**config.mk**
```make
export PLATFORM = sky130hd
export DESIGN_NAME = unpack_arbiter
export DESIGN_NICKNAME = d
export VERILOG_FILES = /design/src/rtl/unpack_arbiter.sv
export SDC_FILE = /design/constraint.sdc
export NUM_CORES = 1
export LEC_CHECK = 0
export CAP_MARGIN = 25
export CORE_ASPECT_RATIO = 2
export CORE_MARGIN = 2
export CORE_UTILIZATION = 33
export CTS_CLUSTER_DIAMETER = 200
export DETAILED_ROUTE_END_ITERATION = 7
export GPL_TIMING_DRIVEN = 0
export PLACE_DENSITY = 0.85
export SYNTH_ARGS = -nofsm -noshare
export SYNTH_HDL_FRONTEND = slang
export SYNTH_SLANG_ARGS = --single-unit
```
**constraint.sdc**
```tcl
create_clock -name clk -period 4.9 [get_ports clk]
set_input_delay 0.98 -clock clk [delete_from_list [all_inputs] [get_ports clk]]
set_output_delay 0.98 -clock clk [all_outputs]
set_load 0.05 [all_outputs]
```
**src/rtl/unpack_arbiter.sv**
```systemverilog
// ============================================================================
// Module   : unpack_arbiter
// Purpose  : Round-robin packet arbiter that shares one data_unpack serializer
//            between NUM_SRC word sources. A source owns the serializer from
//            its sop word through its eop word. Non-sop words from sources
//            that are not the owner are accepted and dropped (counted).
// Revision : 1.0 - initial release
// ============================================================================
`timescale 1ns/1ps
`default_nettype none

module unpack_arbiter #(
  parameter int NUM_SRC    = 4,
  parameter int WORD_WIDTH = 32
) (
  input  logic                          clk,
  input  logic                          rst,        // asynchronous, active low
  input  logic [NUM_SRC-1:0]            src_valid,
  input  logic [NUM_SRC*WORD_WIDTH-1:0] src_data,
  input  logic [NUM_SRC-1:0]            src_sop,
  input  logic [NUM_SRC-1:0]            src_eop,
  output logic [NUM_SRC-1:0]            src_ready,
  output logic                          valid_out,
  output logic [WORD_WIDTH-1:0]         data_out,
  output logic                          sop_out,
  output logic                          eop_out,
  input  logic                          ready_in,
  output logic [NUM_SRC-1:0]            grant,
  output logic                          busy,
  output logic [15:0]                   drop_count
);

  localparam int IDX_W = (NUM_SRC > 1) ? $clog2(NUM_SRC) : 1;

  localparam logic [0:0] ST_IDLE = 1'b0;
  localparam logic [0:0] ST_BUSY = 1'b1;

  logic [0:0]         state;
  logic [IDX_W-1:0]   gnt_idx;
  logic [IDX_W-1:0]   last_idx;

  logic [NUM_SRC-1:0] owner_mask;
  logic [NUM_SRC-1:0] req;
  logic [NUM_SRC-1:0] drop_vec;
  logic [3:0]         drop_sum;
  logic [16:0]        drop_next;
  logic               xfer_eop;

  logic               found;
  logic [IDX_W-1:0]   winner;
  logic [IDX_W-1:0]   base;
  int                 span;
  int                 j;

  assign busy  = (state == ST_BUSY);
  assign grant = owner_mask;
  assign req   = src_valid & src_sop;

  // One-hot owner mask; empty while idle (and therefore while in reset)
  always_comb begin
    owner_mask = '0;
    if (busy) owner_mask[gnt_idx] = 1'b1;
  end

  // Forward the owner's word to the serializer; all zero while idle
  always_comb begin
    valid_out = 1'b0;
    data_out  = '0;
    sop_out   = 1'b0;
    eop_out   = 1'b0;
    if (busy) begin
      valid_out = src_valid[gnt_idx];
      data_out  = src_data[gnt_idx*WORD_WIDTH +: WORD_WIDTH];
      sop_out   = src_sop[gnt_idx];
      eop_out   = src_eop[gnt_idx];
    end
  end

  // Stray (non-sop) words from non-owners are swallowed; gated off in reset
  assign drop_vec  = src_valid & ~src_sop & ~owner_mask & {NUM_SRC{rst}};
  assign src_ready = (owner_mask & {NUM_SRC{ready_in}}) | drop_vec;
  assign xfer_eop  = valid_out & ready_in & eop_out;

  // Round-robin search: idle scans all sources after last_idx, busy scans the
  // others after the owner (the owner's just-finished packet never re-wins)
  always_comb begin
    found  = 1'b0;
    winner = '0;
    j      = 0;
    base   = busy ? gnt_idx : last_idx;
    span   = busy ? (NUM_SRC - 1) : NUM_SRC;
    for (int k = NUM_SRC; k >= 1; k--) begin
      j = int'(base) + k;
      if (j >= NUM_SRC) j = j - NUM_SRC;
      if ((k <= span) && req[j]) begin
        found  = 1'b1;
        winner = IDX_W'(j);
      end
    end
  end

  // Number of words dropped this cycle and the saturating next count
  always_comb begin
    drop_sum = '0;
    for (int i = 0; i < NUM_SRC; i++) drop_sum = drop_sum + 4'(drop_vec[i]);
    drop_next = {1'b0, drop_count} + 17'(drop_sum);
  end

  // Grant state machine and round-robin pointer
  always_ff @(posedge clk or negedge rst) begin
    if (!rst) begin
      state    <= ST_IDLE;
      gnt_idx  <= '0;
      last_idx <= IDX_W'(NUM_SRC - 1);
    end else begin
      case (state)
        ST_IDLE: begin
          if (found) begin
            state    <= ST_BUSY;
            gnt_idx  <= winner;
            last_idx <= winner;
          end
        end
        ST_BUSY: begin
          if (xfer_eop) begin
            if (found) begin
              gnt_idx  <= winner;
              last_idx <= winner;
            end else begin
              state <= ST_IDLE;
            end
          end
        end
        default: state <= ST_IDLE;
      endcase
    end
  end

  // Saturating discard counter
  always_ff @(posedge clk or negedge rst) begin
    if (!rst) drop_count <= '0;
    else      drop_count <= drop_next[16] ? 16'hFFFF : drop_next[15:0];
  end

endmodule

`default_nettype wire
```
# [After elaboration in Yosys (flattened, before gate mapping)]
# Cells that the tools add are included.
[op_classes] n_reduce_logical=5 n_div=0 order_cmp=14 eq_ne=1 add_sub_neg=12 shifts=1 muxes=49 n_mul=0 n_bitwise=11
[ops] operator="$mux W32" n=5
[ops] operator="$lt A32 B4 Y1 const B" n=4
[ops] operator="$shiftx A128 B8 Y32" n=1
[ops] operator="$mux W1" n=21
[ops] operator="$and A4 B4 Y4" n=5
[ops] operator="$mux W2" n=9
[ops] operator="$add A16 B4 Y17" n=1
[ops] operator="$mux W16" n=1
[ops] operator="$bmux W1 S2" n=7
[ops] operator="$sub A3 B3 Y4 const B" n=3
[ops] operator="$ge A3 B3 Y1 const B" n=3
[ops] operator="$not A4 Y4" n=2
[ops] operator="$pmux W2 S2" n=2
[ops] operator="$add A2 B2 Y3 const B" n=2
[ops] operator="$le A2 B3 Y1 const A" n=2
[ops] operator="$logic_and A1 B1 Y1" n=5
[ops] operator="$sub A4 B3 Y5 const B" n=1
[ops] operator="$add A2 B3 Y4 const B" n=1
[ops] operator="$add A3 B1 Y4" n=1
[ops] operator="$ge A4 B3 Y1 const B" n=1
[ops] operator="$mux W4" n=1
[ops] operator="$or A4 B4 Y4" n=1
[ops] operator="$add A2 B1 Y3" n=1
[ops] operator="$add A2 B1 Y3 const B" n=1
[ops] operator="11 further kinds" n=12
[word_totals] romBits=0 register_bits=21 wordCells=97 latch_bits=0 in_bits=143 ram_bits=0 mem_count=0

# [Depth between registers and ports, before layout]
# Gate-level depths: netlist of run 1.
[depth] depth_word=15 depth_mapped=15 depth_no_buf=12

# [Least setup slack after synthesis of run 1]
# No wires, ideal clock.
[synth_timing] path_type="register to register" from="reg state (netlist: busy)" to="reg drop_count[11]" required_time_ps=4817 path_stages_with_launch=14 path_buffers=2 path_slack_ps=160 synth_period_minus_slack_ps=4740 t_arrival_ps=4657 cell_sequence="dfrtp_1 -> buf_6 -> nor3b_1 -> or3_1 -> fa_1 -> fa_1 -> inv_1 -> fa_1 -> nand4_1 -> or3_1 -> nor2_1 -> nand3_1 -> buf_2 -> o21ai_0"
[synth_between] elab_chain_cells=9
[synth_rtl] element="start, declared" line="38" source="logic [0:0] state;"
[synth_rtl] element="start signal, assigned" line="112" source="state <= ST_IDLE;"
[synth_rtl] element="start signal, assigned" line="119" source="state <= ST_BUSY;"
[synth_rtl] element="start signal, assigned" line="130" source="state <= ST_IDLE;"
[synth_rtl] element="$mux W4" line="62" source="if (busy) owner_mask[gnt_idx] = 1'b1;"
[synth_rtl] element="via grant[0]" line="28" source="output logic [NUM_SRC-1:0] grant,"
[synth_rtl] element="$not A4 Y4" line="80" source="assign drop_vec = src_valid & ~src_sop & ~owner_mask & {NUM_SRC{rst}};"
[synth_rtl] element="$and A4 B4 Y4 (2 in a row)" line="80"
[synth_rtl] element="$add A1 B1 Y2" line="105" source="for (int i = 0; i < NUM_SRC; i++) drop_sum = drop_sum + 4'(drop_vec[i]);"
[synth_rtl] element="$add A2 B1 Y3" line="105"
[synth_rtl] element="$add A3 B1 Y4" line="105"
[synth_rtl] element="$add A16 B4 Y17" line="106" source="drop_next = {1'b0, drop_count} + 17'(drop_sum);"
[synth_rtl] element="$mux W16" line="142" source="else drop_count <= drop_next[16] ? 16'hFFFF : drop_next[15:0];"
[synth_rtl] element="end signal, assigned" line="142"
[synth_rtl] element="end, declared" line="30" source="output logic [15:0] drop_count"
# The timed path passes the listed nets, and every way through them passes these cells.
# A chain may end at the register's enable or synchronous reset.

# [Final worst setup path of run 1]
[layout_timing] from="in rst" to="reg drop_count[13]"
[layout_between] elab_chain_cells=6
[layout_rtl] element="start, declared" line="17" source="input logic rst,"
[layout_rtl] element="$and A4 B4 Y4 (*)" line="80"
[layout_rtl] element="$add A1 B1 Y2" line="105"
[layout_rtl] element="$add A2 B1 Y3" line="105"
[layout_rtl] element="$add A3 B1 Y4 (*)" line="105"
[layout_rtl] element="$add A16 B4 Y17 (*)" line="106"
[layout_rtl] element="$mux W16 (*)" line="142"
# Every way passes the cells marked *; elsewhere a longest branch is shown, timed or not.

==> results of run 1 <==
metrics by stage:
step,cell area [µm²],total power (W)
final,4681,0.003078
after global routing,4681,0.003224
after CTS,4681,0.003090
after detailed placement,4601,0.002904
after global placement,4601,0.002872
after floorplan,2464,0.002071
synth_stat cells, types with 3 or more instances:
cell type	instances
xor2_1	4
nand2_1	41
clkbuf_1	6
a21oi_1	7
o21a_1	3
buf_2	7
dfrtp_1	19
fa_1	3
inv_1	3
or3_1	5
a31oi_1	3
o21ai_0	9
mux4_2	35
and2_1	36
nor2_1	9
nand4_1	4
xnor2_1	3
nand3_1	6
power by group through the flow:
| stage | Sequential, W | Clock [W] | Combinational (W) |
|---|---|---|---|
| final | 0.000289 | 0.000177 | 0.00261 |
| after global routing | 0.000297 | 0.000184 | 0.00274 |
| after CTS | 0.000288 | 0.000180 | 0.00262 |
| after detailed placement | 0.000290 | 0 | 0.00261 |
| after global placement | 0.000287 | 0 | 0.00258 |
| after floorplan | 0.000374 | 0 | 0.00170 |
area by class of cell:
class	count	area, µm²	area share, %
plain buffers	16	83.83	1.791
clock buffers	4	78.83	1.684
inverters	3	11.26	0.2406
multi-input cells	203	1841	39.32
flip-flops and latches	21	528.0	11.28
well taps	92	115.1	2.459
repair buffers	202	2023	43.22
final timing paths:
check / start / to / slack [ns] / depth (start not counted)
worst max-delay path: rst / drop_count[13]$_DFF_PN0_ / 0.36 / 13
worst min-delay path: last_idx[0]$_DFFE_PN1P_ / last_idx[0]$_DFFE_PN1P_ / 0.53 / 1
worst max register to register: gnt_idx[1]$_DFFE_PN0P_ / drop_count[13]$_DFF_PN0_ / 0.67 / 13
worst min register to register: last_idx[0]$_DFFE_PN1P_ / last_idx[0]$_DFFE_PN1P_ / 0.53 / 1
max in group asynchronous: rst / drop_count[13]$_DFF_PN0_ / 3.66 / 1
min in group asynchronous: rst / drop_count[5]$_DFF_PN0_ / 0.82 / 1
routing by layer:
metal	up-vias	share of wire, %	wire length [µm]
met4	0	3.6	408
met1	1392	32	3547
met5	-	0	0
met3	25	14	1548
met2	201	51	5684
li1	1324	-	-
cell families (layout without fill, tap and decap cells):
| logic type | after synthesis | after routing | share of synthesized area (%) |
|---|---|---|---|
| flops | 21 | 21 | 21.43 |
| simple gates | 115 | 115 | 24.12 |
| compound gates | 36 | 36 | 10.06 |
| fa+ha+maj | 4 | 4 | 2.946 |
| mux | 41 | 41 | 35.09 |
| xor+xnor | 7 | 7 | 2.489 |
| buf+inv | 19 | 225 | 3.859 |
state kept, by name (all words and copies together) (netlist names):
signal / flops
last_idx: 2
gnt_idx: 2
busy: 1
drop_count: 16
==> summary.md, run 1 <==
| Metric | Value |
|---|---|
| Status | `finished clean` |
| Tightest Pin Transition | `0.6316 ns` |
| Fill cell count | `597` |
| Switching share of power | `55.05%` |
| Post-route worst setup slack | `0.3561 ns` |
| MaxCap Viol Count | `0` |
| Final HPWL from detailed placement | `9649 µm` |
| Routing usage on met1 | `26.76%` |
| Slowest stage delay, CP | `0.58 ns` |
| Fin util | `64.41%` |
| Synthesized netlist cell count | `243` |
| Gpl congestion | `0.9852` |
| GR Layer Usage met2 | `49.18%` |
| Crit path time final | `4.544 ns` |
| Fraction of layout cells with a size suffix above 1 | `13.14%` |
| Gr usage total | `27.18%` |
| Worst-Skew Late Latency | `0.26 ns` |
| Hold Crit Class | `flip-flop to flip-flop` |
| Critical Path Sink Type | `flip-flop` |
| Sequential power share | `9.4%` |
| Leakage power | `1.811 nW` |
| CTS buffer count | `3` |
| Vias | `2942` |
| CTS tree | `done` |
| CP max FO | `25` |
| First-pass GRT wire length | `16760 µm` |
| Crit path max-delay family | `simple AND/OR/NAND/NOR gates` |
| Clock Power Share | `5.7%` |
| Share of synthesized registers carrying an async set or reset | `100.0%` |
| # IOs | `203` |
| Worst-path clk slew | `0.06 ns` |
| Hold WS | `0.5279 ns` |
| Max Fclk | `0.2201 GHz` |
| Most frequent cells in the layout | `clkdlybuf4s50_1, nand2_1, and2_1, mux4_2, dfrtp_1` |
| Routed Antenna Nets | `0` |
| Final setup viols | `0` |
| Largest net degree at the start of global routing | `26` |
| Wire per inst | `20.68 µm` |
| GRT busiest layer | `met2` |
| Gate power share | `84.9%` |
| Synth Flop Type | `dfrtp_1` |
| Slowest-stage cell, CP | `clkdlybuf4s15_2` |
| Area growth from synthesis to layout | `89.99%` |
| Critical-path cell list | `clkdlybuf4s15_2 > nand2_1 > or3_1 > fa_1 > fa_1 > inv_1 > fa_1 > nand4_1 > or3_1 > nor2_1 > nand3_1 > buf_2 > o21ai_0` |
| Cell total after placement | `537` |
| Mapped Nets | `390` |
| Sequential share of the synthesized area | `21.43%` |
| Unrepaired setup endpoints after global routing | `no` |
| Die Width | `65.10 µm` |
| Final Cycle Share | `92.73%` |
| Slew headroom | `57.76%` |
| CP arrival | `4.72 ns` |
| Synth unique cells | `46` |
| Final Max Slew Viols | `0` |
| Largest area contributor in the netlist | `mux4_2` |
| Htree depth | `1` |
| Resized cells post-CTS | `3` |
| Core Rows | `44` |
| Warnings from Yosys | `0` |
| EDFF count, synth | `0` |
| Cell Pwr Density | `657.6 nW/µm²` |
| Setup WS pre-CTS | `-0.6029 ns` |
| Remaining DRCs | `0` |
| First DRT Iteration DRCs | `207` |
| IO buf count | `202` |
| Post-CTS setup buffers | `0` |
| Root Driver | `clkbuf_16` |
| NumNets Final | `597` |
| Number of global-route vias before repair | `3064` |
| Top post-synthesis cells by area | `mux4_2, dfrtp_1, and2_1` |
| Hold Buf Count CTS | `0` |
| FF+latch count, synth | `21` |
| Pre-antenna DRT Iters | `4` |
| Clk_skew | `0.002050 ns` |
| Vias per inst | `5.438` |
| Bufs on Longest Clock Path | `2` |
| Syn avg cell area | `10.14 µm²` |
| Drt total wl | `11190 µm` |
| Setup CP Type | `primary input to flip-flop` |
| Switching pwr | `0.001694 W` |
| Die Ht | `126.2 µm` |
| Top cell type's share of synthesized area | `32.00%` |
| Initial antenna violation count | `0` |
| Total gr overflow | `0` |
| Setup TNS Final | `0 ns` |
| Most common cell after layout, fill and taps aside | `clkdlybuf4s50_1` |
| Critical Path Most Common Cell | `fa_1` |
| Initial cell density of the core | `33.90%` |
| # diodes | `0` |
| GRT met3 Usage | `10.98%` |
| Internal | `0.001384 W` |
| Core Footprint | `7267 µm²` |
| Mapped Area | `2464 µm²` |
| Final Hold Viols | `0` |
| Critical path buffers and inverters | `3` |
| Worst vdd ir | `0.5029 mV` |
| Final Non-Filler Cells | `541` |
| Sink Count | `21` |
| Critical path required time | `5.08 ns` |
| Die area | `8214 µm²` |
| CP Launch Type | `primary input` |
Power figures use the tool's default switching activity.
==> run 2, diff against run 1 <==
- clock period: 4.9 -> 4.2 ns (I/O delays scaled with it)
==> run 2 against run 1 <==
Compared with the run above: sequential power up 15%; sequential share of layout area down 0.14 points; critical path depth unchanged; first-iteration DRC count down 69%; core utilization up 0.81 points; global-route usage down 1.9 points; clock-buffer cell count down 1; final area up 1.3%; critical path type unchanged; largest cell class unchanged.
==> summary.md, run 2 (synthesis gave the netlist of run 1 again) <==
| Metric | Value |
|---|---|
| Status | `finished clean` |
| Largest Register | `drop_count` |
| Fraction of layout cells with a size suffix above 1 | `15.11% (+2.0 points)` |
| Final HPWL from detailed placement | `9022 µm (-6.5%)` |
| Routed Antenna Nets | `0 (unchanged)` |
| Max Fclk | `0.2489 GHz` |
| Area taken by multi-input logic gates | `1868 µm² (+1.5%)` |
| # IOs | `203 (unchanged)` |
| Total gr overflow | `0 (unchanged)` |
| Vias | `2869 (-2.5%)` |
| Hold Crit Class | `primary input to async pin` |
| FF/Latch Area | `528.0 µm² (unchanged)` |
| Drt total wl | `10420 µm (-6.8%)` |
| Initial antenna violation count | `0 (unchanged)` |
| Final setup viols | `0 (unchanged)` |
| Core Footprint | `7267 µm² (unchanged)` |
| Clk_skew | `0.002588 ns (+0.0005377 ns)` |
| Cell Pwr Density | `750.3 nW/µm² (+14%)` |
| Gr usage total | `25.24% (-1.9 points)` |
| Final Hold Viols | `0 (unchanged)` |
| Core Rows | `44 (unchanged)` |
| Fill cell count | `617 (+3.4%)` |
| Gpl congestion | `0.9324 (-5.4%)` |
| CTS buffer count | `3 (unchanged)` |
| Top Registers | `drop_count: 16 flops, gnt_idx: 2 flops, last_idx: 2 flops` |
| Wire per inst | `19.23 µm (-7.0%)` |
| Bufs on Longest Clock Path | `2 (unchanged)` |
| Worst vdd ir | `0.5014 mV (-0.31%)` |
| Largest register FFs | `16 (unchanged)` |
| First DRT Iteration DRCs | `65 (-69%)` |
| Area growth from synthesis to layout | `92.38%` |
| Critical Path Sink Type | `flip-flop` |
| Die Ht | `126.2 µm (unchanged)` |
| Total power | `0.003556 W (+16%)` |
| Final Max Slew Viols | `0 (unchanged)` |
| Largest net degree at the start of global routing | `19 (-27%)` |
| Critical path required time | `4.38 ns (-0.70 ns)` |
| Setup CP Type | `primary input to flip-flop` |
| Sink Count | `21 (unchanged)` |
| First-pass GRT wire length | `15760 µm (-6.0%)` |
| Most frequent cells in the layout | `clkdlybuf4s50_1, nand2_1, and2_1, mux4_2, dfrtp_1` |
| Setup TNS Final | `0 ns (unchanged)` |
| Htree depth | `1 (unchanged)` |
| Hold Buf Count CTS | `0 (unchanged)` |
| IO buf count | `202 (unchanged)` |
| # diodes | `0 (unchanged)` |
| Tightest Pin Transition | `0.5569 ns (-0.07464 ns)` |
| Worst-Skew Late Latency | `0.26 ns (about the same)` |
| CTS tree | `done` |
| Number of global-route vias before repair | `3061 (-0.098%)` |
| Pre-antenna DRT Iters | `4 (unchanged)` |
| NumNets Final | `598 (+0.17%)` |
| Vias per inst | `5.293 (-2.7%)` |
| Leakage power | `1.839 nW (+1.5%)` |
| Die Width | `65.10 µm (unchanged)` |
| MaxCap Viol Count | `0 (unchanged)` |
| Final Cycle Share | `95.65%` |
| Slew headroom | `62.76% (+5.0 points)` |
| Die area | `8214 µm² (unchanged)` |
| CP arrival | `4.20 ns (-0.52 ns)` |
| Worst-path clk slew | `0.06 ns (about the same)` |
| CP Launch Type | `primary input` |
| Crit path time final | `4.017 ns` |
| Initial cell density of the core | `33.90% (unchanged)` |
| CP max FO | `10 (-60%)` |
| Remaining DRCs | `0 (unchanged)` |
| Unrepaired setup endpoints after global routing | `no` |
| Root Driver | `clkbuf_16` |
| Most common cell after layout, fill and taps aside | `clkdlybuf4s50_1` |
run 2: metrics by stage:
step                hold WS, ns  setup WS (ns)  cells  cell area (µm²)  util (%)
global route             0.4464        0.01867    542             4740     65.22
CTS                      0.5294        0.01549    542             4720     64.94
detailed placement       0.5204        -0.6893    538             4636     63.79
finish                   0.4319         0.1827    542             4740     65.22
floorplan                0.5065        0.01112    243             2471         -
global placement         0.5124        -0.9997    537             4608     63.41
run 2: worst paths after layout:
check                                        startpoint                       end  slack (ns)  depth (start not counted)
worst max-delay path                       src_valid[2]  drop_count[13]$_DFF_PN0_        0.18                         13
worst min-delay path                                rst   drop_count[5]$_DFF_PN0_        0.43                          1
worst max register to register           busy$_DFF_PN0_  drop_count[13]$_DFF_PN0_        0.34                         15
worst min register to register  last_idx[0]$_DFFE_PN1P_   last_idx[0]$_DFFE_PN1P_        0.52                          1
max in group asynchronous                           rst   last_idx[1]$_DFFE_PN1P_        3.33                          2
min in group clk                last_idx[0]$_DFFE_PN1P_   last_idx[0]$_DFFE_PN1P_        0.52                          1
run 2: repair_timing:
item | 4_1_cts | 5_1_grt
pin swaps | 0 | 1
gates cloned | 0 | 0
setup endpoints to repair | 16 | 11
resized for setup | 3 | 12
setup buffers | 0 | 0
run 2: critical path, cell delays in order:
cell,delay (ns)
clkdlybuf4s50_1,0.55
nand2_1,0.07
or3_1,0.36
fa_1,0.49
fa_1,0.46
inv_1,0.09
fa_2,0.23
nand4_1,0.14
or3_4,0.42
nor2_4,0.14
nand3_2,0.12
buf_4,0.20
o21ai_0,0.08
run 2: metal layers:
layer | track usage (%) | up-vias | share of wire (%)
met4 | 10.54 | 0 | 3.7
met2 | 45.00 | 171 | 51
met5 | 0 | - | 0
li1 | - | 1322 | -
met3 | 10.00 | 25 | 13
met1 | 25.43 | 1351 | 33
run 2: layout make-up:
type                            instances  share of cell area (%)
Clock inverter                          1                  0.1584
Timing Repair Buffer                  203                   43.19
Inverter                                3                  0.2376
Sequential cell                        21                   11.14
Tap cell                               92                   2.429
Buffer                                 16                   1.848
Multi-Input combinational cell        203                   39.41
Clock buffer                            3                   1.584
run 2: power breakdown:
part / leakage (nW) / total, W / switching (W) / internal [W]
sequential: 0.267 / 0.000332 / 0.0000674 / 0.000265
combinational: 1.54 / 0.00302 / 0.00179 / 0.00123
clock: 0.0371 / 0.000206 / 0.0000771 / 0.000129
total: 1.84 / 0.00356 / 0.00193 / 0.00162
==> run 3, diff against run 2 <==
- CORE_UTILIZATION: 33 -> 30
- PLACE_DENSITY: 0.85 -> 0.81
- clock period: 4.2 -> 3.5 ns (I/O delays scaled with it)
==> run 3 against run 2 <==
Compared with the run above: sequential power up 24%; clock-buffer cell count unchanged; register-to-register slack worse by 0.23 ns; setup slack worse by 0.091 ns; final area up 3.6%; hold slack worse by 0.18 ns; highest routed layer unchanged; largest power group unchanged; sequential share of layout area down 0.33 points; first-iteration DRC count up 120%.
==> summary.md, run 3 (synthesis gave the netlist of run 1 again) <==
| Metric | Value |
|---|---|
| Drt total wl | `11760 µm (+13%)` |
| Critical-path cell list | `dlygate4sd2_1 > or3_4 > fa_1 > fa_2 > inv_2 > fa_2 > nand4_1 > or3_4 > nor2_4 > nand3_4 > buf_6 > o21ai_1` |
| Vias per inst | `5.378 (+1.6%)` |
| Vias | `3001 (+4.6%)` |
| Initial antenna violation count | `1 (+1)` |
| Die Width | `68.08 µm (+4.6%)` |
| Initial cell density of the core | `31.02% (-2.9 points)` |
| Final Hold Viols | `0 (unchanged)` |
| Critical path required time | `3.68 ns (-0.70 ns)` |
| Gr usage total | `25.52% (+0.28 points)` |
| Die Ht | `132.2 µm (+4.7%)` |
| Slew headroom | `58.00% (-4.8 points)` |
| Largest Register | `drop_count` |
| Critical path buffers and inverters | `3 (unchanged)` |
| Final setup viols | `0 (unchanged)` |
| Area growth from synthesis to layout | `99.24%` |
| Leakage power | `1.907 nW (+3.7%)` |
| CTS buffer count | `3 (unchanged)` |
| First DRT Iteration DRCs | `143 (+120%)` |
| Tightest Pin Transition | `0.6281 ns (+0.07117 ns)` |
| Setup CP Type | `primary input to flip-flop` |
| MaxCap Viol Count | `0 (unchanged)` |
| R2r startpoint | `busy$_DFF_PN0_` |
| Bufs on Longest Clock Path | `2 (unchanged)` |
| Wire per inst | `21.07 µm (+9.6%)` |
| CP Launch Type | `primary input` |
| Crit path max-delay family | `simple AND/OR/NAND/NOR gates` |
| Number of global-route vias before repair | `3166 (+3.4%)` |
| Clk_skew | `0.004112 ns (+0.001524 ns)` |
| Slowest-stage cell, CP | `fa_1` |
| Fin util | `61.80% (-3.4 points)` |
| IO buf count | `202 (unchanged)` |
| Largest net degree at the start of global routing | `26 (+7)` |
| Final Max Slew Viols | `0 (unchanged)` |
| Gpl congestion | `0.8775 (-5.9%)` |
| Cell total after placement | `541 (+0.56%)` |
| Htree depth | `1 (unchanged)` |
| Die area | `8997 µm² (+9.5%)` |
| Remaining DRCs | `0 (unchanged)` |
| Top Registers | `drop_count: 16 flops, gnt_idx: 2 flops, last_idx: 2 flops` |
| # IOs | `203 (unchanged)` |
| Worst-path clk slew | `0.06 ns (about the same)` |
| Final HPWL from detailed placement | `10130 µm (+12%)` |
| Status | `finished clean` |
| Final Cycle Share | `97.38%` |
| Hold WS | `0.2496 ns (-0.1822 ns)` |
| Hold Crit Class | `primary input to async pin` |
| Pre-antenna DRT Iters | `4 (unchanged)` |
| Total power | `0.004442 W (+25%)` |
| Core Footprint | `7943 µm² (+9.3%)` |
| Critical Path Sink Type | `flip-flop` |
| Worst-Skew Late Latency | `0.25 ns (about the same)` |
| CP startpoint | `src_sop[2]` |
| Most common cell after layout, fill and taps aside | `clkdlybuf4s50_1` |
| Final Non-Filler Cells | `558 (+3.0%)` |
| Sink Count | `21 (unchanged)` |
| Cell Pwr Density | `904.9 nW/µm² (+21%)` |
| Unrepaired setup endpoints after global routing | `yes` |
| WP depth | `12 (-1)` |
| Core Rows | `46 (+4.5%)` |
| Routed Antenna Nets | `0 (unchanged)` |
| Worst r2r path cells | `15 (unchanged)` |
| CP max FO | `5 (-5)` |
| NumNets Final | `609 (+1.8%)` |
| Worst vdd ir | `0.4218 mV (-16%)` |
| Most frequent cells in the layout | `clkdlybuf4s50_1, nand2_1, and2_1, mux4_2, dfrtp_1` |
| First-pass GRT wire length | `16930 µm (+7.4%)` |
| CP arrival | `3.59 ns (-0.61 ns)` |
| Slowest stage delay, CP | `0.47 ns (-0.08 ns)` |
| Largest register FFs | `16 (unchanged)` |
| Fraction of layout cells with a size suffix above 1 | `19.74% (+4.6 points)` |
| Root Driver | `clkbuf_16` |
| Max Fclk | `0.2934 GHz` |
| Total gr overflow | `0 (unchanged)` |
| Crit path time final | `3.408 ns` |
| CTS tree | `done` |
-- run 3: cell count changes in the layout (fill, tap and decap cells not counted), sizes merged --
cell	before	now
dlygate4sd2	0	1
clkinvlp	1	0
clkinv	0	1
clkdlybuf4s15	0	1
clkdlybuf4s50	200	197
dlymetal6s2s	1	0
buf	12	25
diode	0	1
-- run 3: layout make-up --
class,instances,area [µm²]
Multi-Input combinational cell,203,1916
Tap cell,96,120.1
Fill cell,677,3034
Inverter,3,11.26
Buffer,16,130.1
Clock buffer,3,75.07
Timing Repair Buffer,214,2118
Sequential cell,21,530.5
Antenna cell,1,2.502
Clock inverter,1,5.005
-- run 3: path summary, 6_finish.rpt --
kind	to	slack, ns
min in group clk	last_idx[0]$_DFFE_PN1P_	0.53
min	drop_count[14]$_DFF_PN0_	0.25
min reg2reg	last_idx[0]$_DFFE_PN1P_	0.53
max in group asynchronous	last_idx[0]$_DFFE_PN1P_	3.02
max	drop_count[11]$_DFF_PN0_	0.09
max reg2reg	drop_count[11]$_DFF_PN0_	0.11
-- run 3: layer usage --
layer  GRT usage (%)  share of wire, %
met1           27.48                33
met2           46.44                53
met3           7.259                12
met4           6.778               2.0
met5               0                 0
-- run 3: stage by stage --
stage                     setup TNS, ns  area [µm²]  setup WS, ns
after global routing            -0.2237        4908      -0.03396
final                                 0        4908       0.09163
after CTS                             0        4776      0.009829
after floorplan                  -1.096        2535       -0.1267
after detailed placement         -20.87        4677        -1.239
after global placement           -19.86        4677        -1.185
-- run 3: report_power, final --
part           internal [W]  switching, W
Clock              0.000153     0.0000881
Combinational       0.00157       0.00222
Sequential         0.000320     0.0000914
-- run 3: what timing repair did --
| action | CTS | global route |
|---|---|---|
| buffers inserted | 2 | 9 |
| endpoints found under the setup margin | 28 | 14 |
| pin swaps | 2 | 9 |
| resized for setup | 14 | 25 |
| cloned | 0 | 1 |
| hold buffers | 0 | 0 |
